**config.mk**
```make
export PLATFORM = sky130hd
export DESIGN_NAME = usb_fs_tx
export DESIGN_NICKNAME = d
export VERILOG_FILES = /design/src/rtl/usb_fs_tx.sv
export SDC_FILE = /design/constraint.sdc
export NUM_CORES = 1
export LEC_CHECK = 0
export CELL_PAD_IN_SITES_DETAIL_PLACEMENT = 1
export CELL_PAD_IN_SITES_GLOBAL_PLACEMENT = 1
export CORE_MARGIN = 1
export CORE_UTILIZATION = 39
export DETAILED_ROUTE_END_ITERATION = 8
export GPL_TIMING_DRIVEN = 0
export HOLD_SLACK_MARGIN = 0.05
export PLACE_DENSITY = 0.8
export SLEW_MARGIN = 20
export SYNTH_ARGS = -nofsm -noshare
export SYNTH_HDL_FRONTEND = slang
export SYNTH_SLANG_ARGS = --single-unit
```
**constraint.sdc**
```tcl
create_clock -name clk_usb -period 2.4 [get_ports clk_usb]
set_clock_uncertainty 0.2 [all_clocks]
set_input_delay 0.36 -clock clk_usb [delete_from_list [all_inputs] [get_ports clk_usb]]
set_output_delay 0.36 -clock clk_usb [all_outputs]
set_load 0.01 [all_outputs]
```
**src/rtl/usb_fs_tx.sv**
```systemverilog
// Full-speed USB transmitter: SYNC/PID/payload/CRC16/EOP serializer with NRZI
// encoding and bit stuffing, one line symbol per USB_CLOCK_MULT clocks.
module usb_fs_tx #(
  parameter int USB_CLOCK_MULT = 4
) (
  input  logic       clk_usb,
  input  logic       reset,
  input  logic       pkt_start,
  input  logic [3:0] pid,
  input  logic       tx_data_avail,
  input  logic [7:0] tx_data,
  output logic       tx_data_get,
  output logic       dp,
  output logic       dn,
  output logic       oe,
  output logic       busy,
  output logic       pkt_end
);

  localparam int PW = (USB_CLOCK_MULT > 1) ? $clog2(USB_CLOCK_MULT) : 1;

  typedef enum logic [2:0] {
    S_IDLE, S_SYNC, S_PID, S_DATA, S_CRC_LO, S_CRC_HI, S_EOP
  } state_t;

  state_t        state, state_n;
  logic [PW-1:0] phase;
  logic [7:0]    sr, sr_n;
  logic [2:0]    bit_cnt, bit_cnt_n;
  logic [2:0]    ones, ones_n;
  logic          stuffing, stuffing_n;
  logic [15:0]   crc, crc_n;
  logic [1:0]    eop_cnt, eop_cnt_n;
  logic [3:0]    pid_q;
  logic          dp_n, dn_n, oe_n, busy_n, end_n;
  logic          get, fetch, boundary, accept;

  assign boundary    = (phase == PW'(USB_CLOCK_MULT - 1));
  // The release cycle (pkt_end high) is still IDLE but must not start a packet.
  assign accept      = (state == S_IDLE) && pkt_start && !pkt_end;
  assign tx_data_get = get & ~reset;

  // NOTE: every variable gets a default before any branch, so no path leaves a
  // value unassigned and no latch is inferred.
  always_comb begin
    state_n    = state;
    sr_n       = sr;
    bit_cnt_n  = bit_cnt;
    ones_n     = ones;
    stuffing_n = stuffing;
    crc_n      = crc;
    eop_cnt_n  = eop_cnt;
    dp_n       = dp;
    dn_n       = dn;
    oe_n       = oe;
    busy_n     = busy;
    end_n      = 1'b0;
    get        = 1'b0;
    fetch      = 1'b0;

    if (state == S_IDLE) begin
      if (accept) begin
        state_n    = S_SYNC;
        sr_n       = 8'h80;
        bit_cnt_n  = 3'd0;
        ones_n     = 3'd0;
        stuffing_n = 1'b0;
        crc_n      = 16'hFFFF;
        eop_cnt_n  = 2'd0;
        busy_n     = 1'b1;
        oe_n       = 1'b1;
        dp_n       = 1'b0;  // first SYNC bit is a 0: J -> K
        dn_n       = 1'b1;
      end
    end else if (boundary) begin
      stuffing_n = 1'b0;
      // A stuff bit does not advance the bit/byte position.
      if (!stuffing) begin
        if (state == S_EOP) begin
          if (eop_cnt == 2'd2) begin
            state_n = S_IDLE;
            oe_n    = 1'b0;
            dp_n    = 1'b1;
            dn_n    = 1'b0;
            busy_n  = 1'b0;
            end_n   = 1'b1;
          end else begin
            eop_cnt_n = eop_cnt + 2'd1;
          end
        end else if (bit_cnt != 3'd7) begin
          sr_n      = {1'b0, sr[7:1]};
          bit_cnt_n = bit_cnt + 3'd1;
        end else begin
          bit_cnt_n = 3'd0;
          case (state)
            S_SYNC: begin
              sr_n    = {~pid_q, pid_q};
              state_n = S_PID;
            end
            S_PID: begin
              fetch = (pid_q[1:0] == 2'b11);
              if (!fetch) state_n = S_EOP;
            end
            S_DATA: fetch = 1'b1;
            S_CRC_LO: begin
              sr_n    = ~crc[15:8];
              state_n = S_CRC_HI;
            end
            S_CRC_HI: state_n = S_EOP;
            default: ;
          endcase
          if (fetch) begin
            if (tx_data_avail) begin
              get     = 1'b1;
              sr_n    = tx_data;
              state_n = S_DATA;
            end else begin
              sr_n    = ~crc[7:0];
              state_n = S_CRC_LO;
            end
          end
        end
      end

      if (state_n != S_IDLE) begin
        if (!stuffing && state != S_EOP && ones == 3'd6) begin
          stuffing_n = 1'b1;
          ones_n     = 3'd0;
          dp_n       = ~dp;
          dn_n       = dp;
        end else if (state_n == S_EOP) begin
          dp_n = (eop_cnt_n == 2'd2);
          dn_n = 1'b0;
        end else begin
          if (sr_n[0]) begin
            ones_n = ones + 3'd1;
          end else begin
            ones_n = 3'd0;
            dp_n   = ~dp;
            dn_n   = dp;
          end
          // Reflected form of polynomial 0x8005, fed LSB first.
          if (state_n == S_DATA)
            crc_n = {1'b0, crc[15:1]} ^ ((crc[0] ^ sr_n[0]) ? 16'hA001 : 16'h0000);
        end
      end
    end
  end

  // NOTE: sequential state uses non-blocking assignments so every register
  // samples the pre-edge values computed above.
  always_ff @(posedge clk_usb) begin
    if (reset) begin
      state    <= S_IDLE;
      phase    <= '0;
      sr       <= 8'h00;
      bit_cnt  <= 3'd0;
      ones     <= 3'd0;
      stuffing <= 1'b0;
      crc      <= 16'hFFFF;
      eop_cnt  <= 2'd0;
      pid_q    <= 4'h0;
      dp       <= 1'b1;
      dn       <= 1'b0;
      oe       <= 1'b0;
      busy     <= 1'b0;
      pkt_end  <= 1'b0;
    end else begin
      state    <= state_n;
      phase    <= (state == S_IDLE || boundary) ? '0 : phase + PW'(1);
      sr       <= sr_n;
      bit_cnt  <= bit_cnt_n;
      ones     <= ones_n;
      stuffing <= stuffing_n;
      crc      <= crc_n;
      eop_cnt  <= eop_cnt_n;
      if (accept) pid_q <= pid;
      dp       <= dp_n;
      dn       <= dn_n;
      oe       <= oe_n;
      busy     <= busy_n;
      pkt_end  <= end_n;
    end
  end

endmodule

```
==> results of run 1 <==
==> metrics by stage <==
| step | cell area, um2 | worst slack [ns] | util [%] | cells | setup TNS [ns] |
|---|---|---|---|---|---|
| after detailed placement | 3170 | -0.561 | 45.9 | 474 | -8.30 |
| after CTS | 3790 | -0.0352 | 54.9 | 504 | -0.272 |
| after global placement | 3170 | -0.583 | 45.9 | 474 | -7.54 |
| after global routing | 3980 | -0.216 | 57.7 | 509 | -3.16 |
| final | 3980 | -0.199 | 57.7 | 509 | -1.91 |
| after floorplan | 2850 | 0.0135 | - | 358 | 0 |
==> power by group through the flow <==
stage / registers [mW] / logic (mW) / clock network, mW
floorplan: 0.806 / 0.121 / 0
global placement: 0.807 / 0.198 / 0
detailed placement: 0.808 / 0.202 / 0
CTS: 0.790 / 0.249 / 0.505
global route: 0.793 / 0.289 / 0.550
finish: 0.793 / 0.278 / 0.513
==> Yosys cell counts (4+ instances only) <==
master,number
dfxtp_1,46
a21oi_1,37
nand2_1,34
nor2_1,28
o21ai_0,16
nor4_1,15
nand3_1,14
o21bai_1,13
a22oi_1,12
buf_2,11
clkbuf_1,11
inv_1,10
ha_1,7
nand2b_1,7
a211o_1,6
o22ai_1,5
or3_1,5
and3_1,4
buf_4,4
nand3b_1,4
nor3_1,4
==> critical path, stage by stage, from the launching register on <==
cell	delay [ns]
dfxtp_1	0.35
ha_2	0.33
inv_1	0.26
nor2_4	0.37
o31ai_4	0.17
buf_4	0.19
clkbuf_4	0.21
nor4_2	0.23
o21bai_1	0.15
==> flip-flops by register name, indices dropped and copies added, names as in the netlist <==
register	count
ones	3
phase	2
stuffing	1
bit_cnt	3
crc	16
pid_q	4
dn	1
state	3
dp	1
sr	8
eop_cnt	2
busy	1
pkt_end	1
==> worst max-delay path by stage <==
stage / startpoint / slack, ns / endpoint
2_1_floorplan: bit_cnt[0]$_SDFFE_PP0P_ / 0.01 / crc[10]$_SDFFE_PP1P_
3_3_place_gp: reset / -0.58 / tx_data_get
3_5_place_dp: reset / -0.56 / tx_data_get
4_1_cts: bit_cnt[1]$_SDFFE_PP0P_ / -0.04 / crc[0]$_SDFFE_PP1P_
5_1_grt: phase[0]$_SDFF_PP0_ / -0.22 / crc[10]$_SDFFE_PP1P_
6_report: phase[0]$_SDFF_PP0_ / -0.20 / crc[10]$_SDFFE_PP1P_
==> timing repair <==
item | in CTS | in global routing
buffers inserted | 20 | 6
endpoints found under the hold margin | 0 | 0
hold buffers | 0 | 0
pin swaps | 19 | 26
gates cloned | 2 | 0
endpoints found under the setup margin | 26 | 28
gates resized for setup | 81 | 39
==> placed cells by master (no fill, tap or decap), drive strengths merged, types with 3 or more instances in the layout <==
cell type       n
nor4           16
nor3            6
a211oi          4
clkdlybuf4s50  19
dfxtp          46
and3            4
buf            44
nand3          14
a21oi          38
clkbuf         17
a211o           6
or3             5
o22ai           5
nor2           29
inv             9
o21ai          20
nand4           3
a22oi          12
nand2          35
nand3b          4
nor2b           3
ha              7
nand2b          7
o21bai         13
==> cell families (layout without fill, tap and decap cells) <==
logic type | count (synthesis) | after routing | synth area share, %
simple gates | 139 | 139 | 26.6
xor+xnor | 2 | 2 | 1.10
fa+ha+maj | 7 | 7 | 3.08
mux | 2 | 2 | 0.703
compound gates | 124 | 124 | 29.9
flops | 46 | 46 | 32.3
buf+inv | 38 | 93 | 6.28
==> layer usage <==
metal | share of wire (%) | vias up | GRT usage [%]
li1 | - | 1440 | -
met1 | 41 | 1641 | 39.0
met2 | 47 | 219 | 50.6
met3 | 8.0 | 49 | 5.31
met4 | 4.4 | 0 | 9.69
met5 | 0 | - | 0
==> final cells by class <==
class                      instances  area share, %
multi-input combinational        274           53.9
clock buffer                       5           1.73
inverter                          10           1.04
buffer                            27           4.81
tap                               96           3.02
sequential                        46           23.3
timing repair buffer              48           11.7
clock inverter                     3          0.534
==> impl_metrics.py, run 1 <==
metrics = {
    "run_status": {
        "status": "finished, violations left",
        "violations": "setup timing",
    },
    "power_and_ir_drop": {
        "clockPowerShare_pct": 32.4,
        "switching_share_pct": 30.9,
        "p_total_mw": 1.58,
        "power_frac_seq_pct": 50.0,
        "ir_worst_vdd_v": 0.000355,
        "p_sw_mw": 0.489,
        "power_density_mw_per_mm2": 398,
        "p_leak_nw": 1.39,
        "p_int_mw": 1.10,
        "power_frac_comb_pct": 17.5,
    },
    "yosys": {
        "avgSynthCellArea_um2": 7.95,
        "syn_area_mm2": 0.00285,
        "synth_ff_type": "dfxtp_1",
        "syn-num-nets": 381,
        "yosys_warnings": 0,
        "syn_inst": 358,
        "yosysTopAreaCell": "dfxtp_1",
        "synth_edf_count": 0,
        "yosysSeqAreaShare_pct": 32.3,
        "yosys.area.top_type_share_pct": 32.3,
        "ys_types": 67,
        "ys_async_sr_fraction_pct": 0,
        "ys_ff_latch": 46,
        "yosys-top-cells-area": "dfxtp_1 32%, a21oi_1 6.5%, nand2_1 4.5%",
    },
    "worst_hold_path": {
        "hp-start": "phase[0]$_SDFF_PP0_",
        "hold_class": "flop to flop",
        "holdPathEnd": "phase[0]$_SDFF_PP0_",
        "hold_depth": 1,
    },
    "timing": {
        "rsz0062_at_grt": "true",
        "clock.fmax_mhz": 385,
        "hold_viol": 0,
        "relSlewSlack_pct": 65.4,
        "min_period_ns": 2.60,
        "post-route-worst-setup-slack_ns": -0.199,
        "setup_violations": 19,
        "tightestPinTransition_ns": 0.519,
        "fin_crit_sh_pct": 108,
        "holdWs_ns": 0.248,
        "finalMaxSlewViolations": 0,
    },
    "global_routing": {
        "grtUsageTotal_pct": 30.1,
        "antenna_found_initial": 0,
        "grt_pass1_vias": 3135,
        "grt_max_degree": 16,
        "overflow": 0,
        "grt_pass1_wl_um": 17400,
    },
    "routing": {
        "drt_pass1_iterations": 5,
        "drc": 0,
        "dr.first_iter.drc_count": 460,
        "wl_um": 12800,
        "ant_nets": 0,
        "vias_per_cell": 6.58,
        "vias": 3349,
        "wire_per_inst_um": 25.2,
    },
    "layout": {
        "nFillCells": 794,
        "multi_input_area_mm2": 0.00215,
        "fin_nets": 435,
        "regArea_um2": 928,
        "syn_to_final_growth_pct": 39.9,
        "diodes": 0,
        "drive_gt1_share_pct": 31.7,
    },
    "place": {
        "place_congestion": 0.875,
        "io_buffers": 20,
        "hpwlAfterDp_um": 6590,
    },
    "worst_setup_path": {
        "r2r_slack_ns": -0.20,
        "cp-end-kind": "flop",
        "worst-path-max-fanout": 10,
        "required_ns": 2.40,
        "r2r_end": "crc[10]$_SDFFE_PP1P_",
        "rr_worst_depth": 8,
        "worst_ep_arrival_time_ns": 2.60,
        "cp-start-kind": "flop",
        "crit_type": "flop to flop",
        "rr_startpoint": "phase[0]$_SDFF_PP0_",
    },
    "clock_network": {
        "clk_pin_slew_ns": 0.10,
        "clk_latency_ns": 0.32,
        "numCtsBuffers": 5,
        "cts-root-buf": "clkbuf_8",
        "clockBufferDepth": 2,
        "cts_htree_levels": 2,
        "tritoncts": "built",
        "clkSinkCount": 46,
    },
    "die": {
        "core_area_mm2": 0.00691,
        "die-height_um": 87.5,
        "die_x_um": 87.5,
        "start_util_pct": 41.2,
        "num_rows": 30,
        "ios": 22,
        "die_area_mm2": 0.00765,
    },
    "run": {
        "max-cap-violations": 0,
    },
}
(Power assumes the default switching activity.)
==> run 2: changes to the inputs <==
--- a/config.mk
+++ b/config.mk
@@ -8,4 +8,5 @@
 export CELL_PAD_IN_SITES_DETAIL_PLACEMENT = 1
 export CELL_PAD_IN_SITES_GLOBAL_PLACEMENT = 1
+export CORE_ASPECT_RATIO = 0.7
 export CORE_MARGIN = 1
 export CORE_UTILIZATION = 39
==> constraint.sdc (replaced) <==
create_clock -name clk_usb -period 2.4 [get_ports clk_usb]
set_clock_uncertainty 0.2 [all_clocks]
set_input_delay 0.24 -clock clk_usb [delete_from_list [all_inputs] [get_ports clk_usb]]
set_output_delay 0.24 -clock clk_usb [all_outputs]
set_load 0.01 [all_outputs]
==> impl_metrics.py, run 2 (synthesis gave the netlist of run 1 again) <==
metrics = {
    "routing": {
        "drt_pass1_iterations": 4,
        "met2_length_um": 4950,
        "vias": 3048,
        "dr.first_iter.drc_count": 214,
        "vias_per_cell": 6.13,
        "ant_nets": 0,
        "wl_um": 10800,
        "dr.max_layer_used": "met4",
        "drc": 0,
        "wire_per_inst_um": 21.8,
        "wirelength_met1_um": 4820,
        "dr_wl_met3_um": 921,
    },
    "clock_network": {
        "tritoncts": "built",
        "clk_latency_ns": 0.32,
        "clockBufferDepth": 2,
        "cts-root-buf": "clkbuf_8",
        "clkSinkCount": 46,
        "numCtsBuffers": 5,
        "cts_htree_levels": 2,
        "clk_pin_slew_ns": 0.09,
    },
    "layout": {
        "reg_top3": "crc: 16 flops, sr: 8 flops, pid_q: 4 flops",
        "largest_reg_flops": 16,
        "layout_commonest_cell": "dfxtp_1",
        "drive_gt1_share_pct": 25.6,
        "regMostFlops": "crc",
        "syn_to_final_growth_pct": 31.2,
        "layout_common_cells": "41 x dfxtp_1, 36 x a21oi_1, 33 x nand2_1",
        "fin_nets": 425,
        "stdcell_area_mm2": 0.00374,
        "diodes": 0,
    },
    "power_and_ir_drop": {
        "power_frac_comb_pct": 15.9,
        "power_density_mw_per_mm2": 415,
        "clockPowerShare_pct": 33.2,
        "p_leak_nw": 1.30,
        "p_int_mw": 1.11,
        "switching_share_pct": 28.4,
        "p_sw_mw": 0.440,
        "power_frac_seq_pct": 50.9,
        "ir_worst_vdd_v": 0.000222,
    },
    "die": {
        "ios": 22,
        "die_x_um": 104,
        "num_rows": 25,
        "core_area_mm2": 0.00691,
        "start_util_pct": 41.2,
        "die-height_um": 73.5,
        "die_area_mm2": 0.00765,
    },
    "timing": {
        "fin_crit_sh_pct": 101,
        "relSlewSlack_pct": 66.1,
        "rsz0062_at_grt": "true",
        "clock.fmax_mhz": 413,
        "finalMaxSlewViolations": 0,
        "hold_viol": 0,
        "min_period_ns": 2.42,
        "setup_violations": 4,
        "tightestPinTransition_ns": 0.508,
        "post-route-worst-setup-slack_ns": -0.0230,
        "fin_setup_tns_ns": -0.0493,
    },
    "worst_setup_path": {
        "cp-start-kind": "flop",
        "crit_type": "flop to flop",
        "required_ns": 2.43,
        "worst-path-max-fanout": 6,
        "cp-end-kind": "flop",
        "worst_ep_arrival_time_ns": 2.46,
    },
    "place": {
        "hpwlAfterDp_um": 7140,
        "placedInstanceArea_mm2": 0.00317,
        "io_buffers": 20,
        "place_congestion": 0.958,
    },
    "worst_hold_path": {
        "hold_class": "input pin to flop",
    },
    "global_routing": {
        "grt_max_degree": 14,
        "grt_pass1_vias": 3002,
        "grt_pass1_wl_um": 16200,
        "antenna_found_initial": 0,
        "grtUsageTotal_pct": 27.7,
        "overflow": 0,
    },
    "run_status": {
        "status": "finished, violations left",
        "violations": "setup timing",
    },
    "run": {
        "max-cap-violations": 0,
    },
}
run 2: cell types whose count changed in the layout (fill, tap and decap cells not counted), moves of 3 or more:
cell,change
nor4_2,-7
clkbuf_4,-3
buf_6,-3
a21oi_1,+9
a21oi_2,-9
buf_4,-5
nor4_1,+9
clkbuf_2,+3
run 2: worst paths after layout:
path / slack (ns) / start / depth (start not counted) / endpoint
max: -0.02 / bit_cnt[1]$_SDFFE_PP0P_ / 10 / dn$_SDFFE_PP0P_
min reg2reg: 0.26 / phase[0]$_SDFF_PP0_ / 1 / phase[0]$_SDFF_PP0_
min: 0.26 / pid[0] / 3 / pid_q[0]$_SDFFE_PP0P_
max reg2reg: -0.02 / bit_cnt[1]$_SDFFE_PP0P_ / 10 / dn$_SDFFE_PP0P_
run 2: power groups by stage:
stage / sequential [mW] / combinational [mW] / clock (mW)
after global routing: 0.792 / 0.265 / 0.557
after global placement: 0.807 / 0.199 / 0
after detailed placement: 0.808 / 0.203 / 0
after floorplan: 0.806 / 0.121 / 0
final: 0.790 / 0.246 / 0.516
after CTS: 0.790 / 0.223 / 0.521
run 2: per-layer routing:
layer	track usage, %	vias up
li1	-	1420
met1	38.9	1512
met2	44.3	104
met3	5.68	12
met4	4.92	0
met5	0	-
run 2: what timing repair did:
action / CTS / global route
cloned: 0 / 1
pin swaps: 8 / 18
setup endpoints to repair: 28 / 29
resized for setup: 45 / 42
setup buffers: 10 / 7
hold buffers: 0 / 0
run 2: cell type report:
type | instances | area (um2)
clock inverters | 1 | 5.00
flip-flops and latches | 46 | 930
well taps | 94 | 118
clock buffers | 7 | 86.3
plain buffers | 27 | 173
inverters | 10 | 37.5
repair buffers | 38 | 350
multi-input cells | 274 | 2040
fillers | 833 | 3180
run 2: critical path: stages, from the launching register on:
cell	delay, ns
dfxtp_4	0.36
ha_4	0.16
ha_4	0.18
and2b_2	0.24
buf_12	0.14
a31oi_2	0.18
o22ai_2	0.13
buf_4	0.17
a22oi_2	0.15
o211ai_1	0.13
a311oi_2	0.29
run 2: through the flow:
step	util, %	hold slack, ns	power [mW]	setup WS (ns)	cells
after detailed placement	45.8	0.227	1.01	-0.473	472
after global placement	45.8	0.215	1.01	-0.474	472
final	54.1	0.257	1.55	-0.0230	497
after global routing	54.1	0.260	1.61	-0.103	497
after floorplan	-	0.176	0.926	0.0135	358
after CTS	51.1	0.247	1.53	-0.0281	490
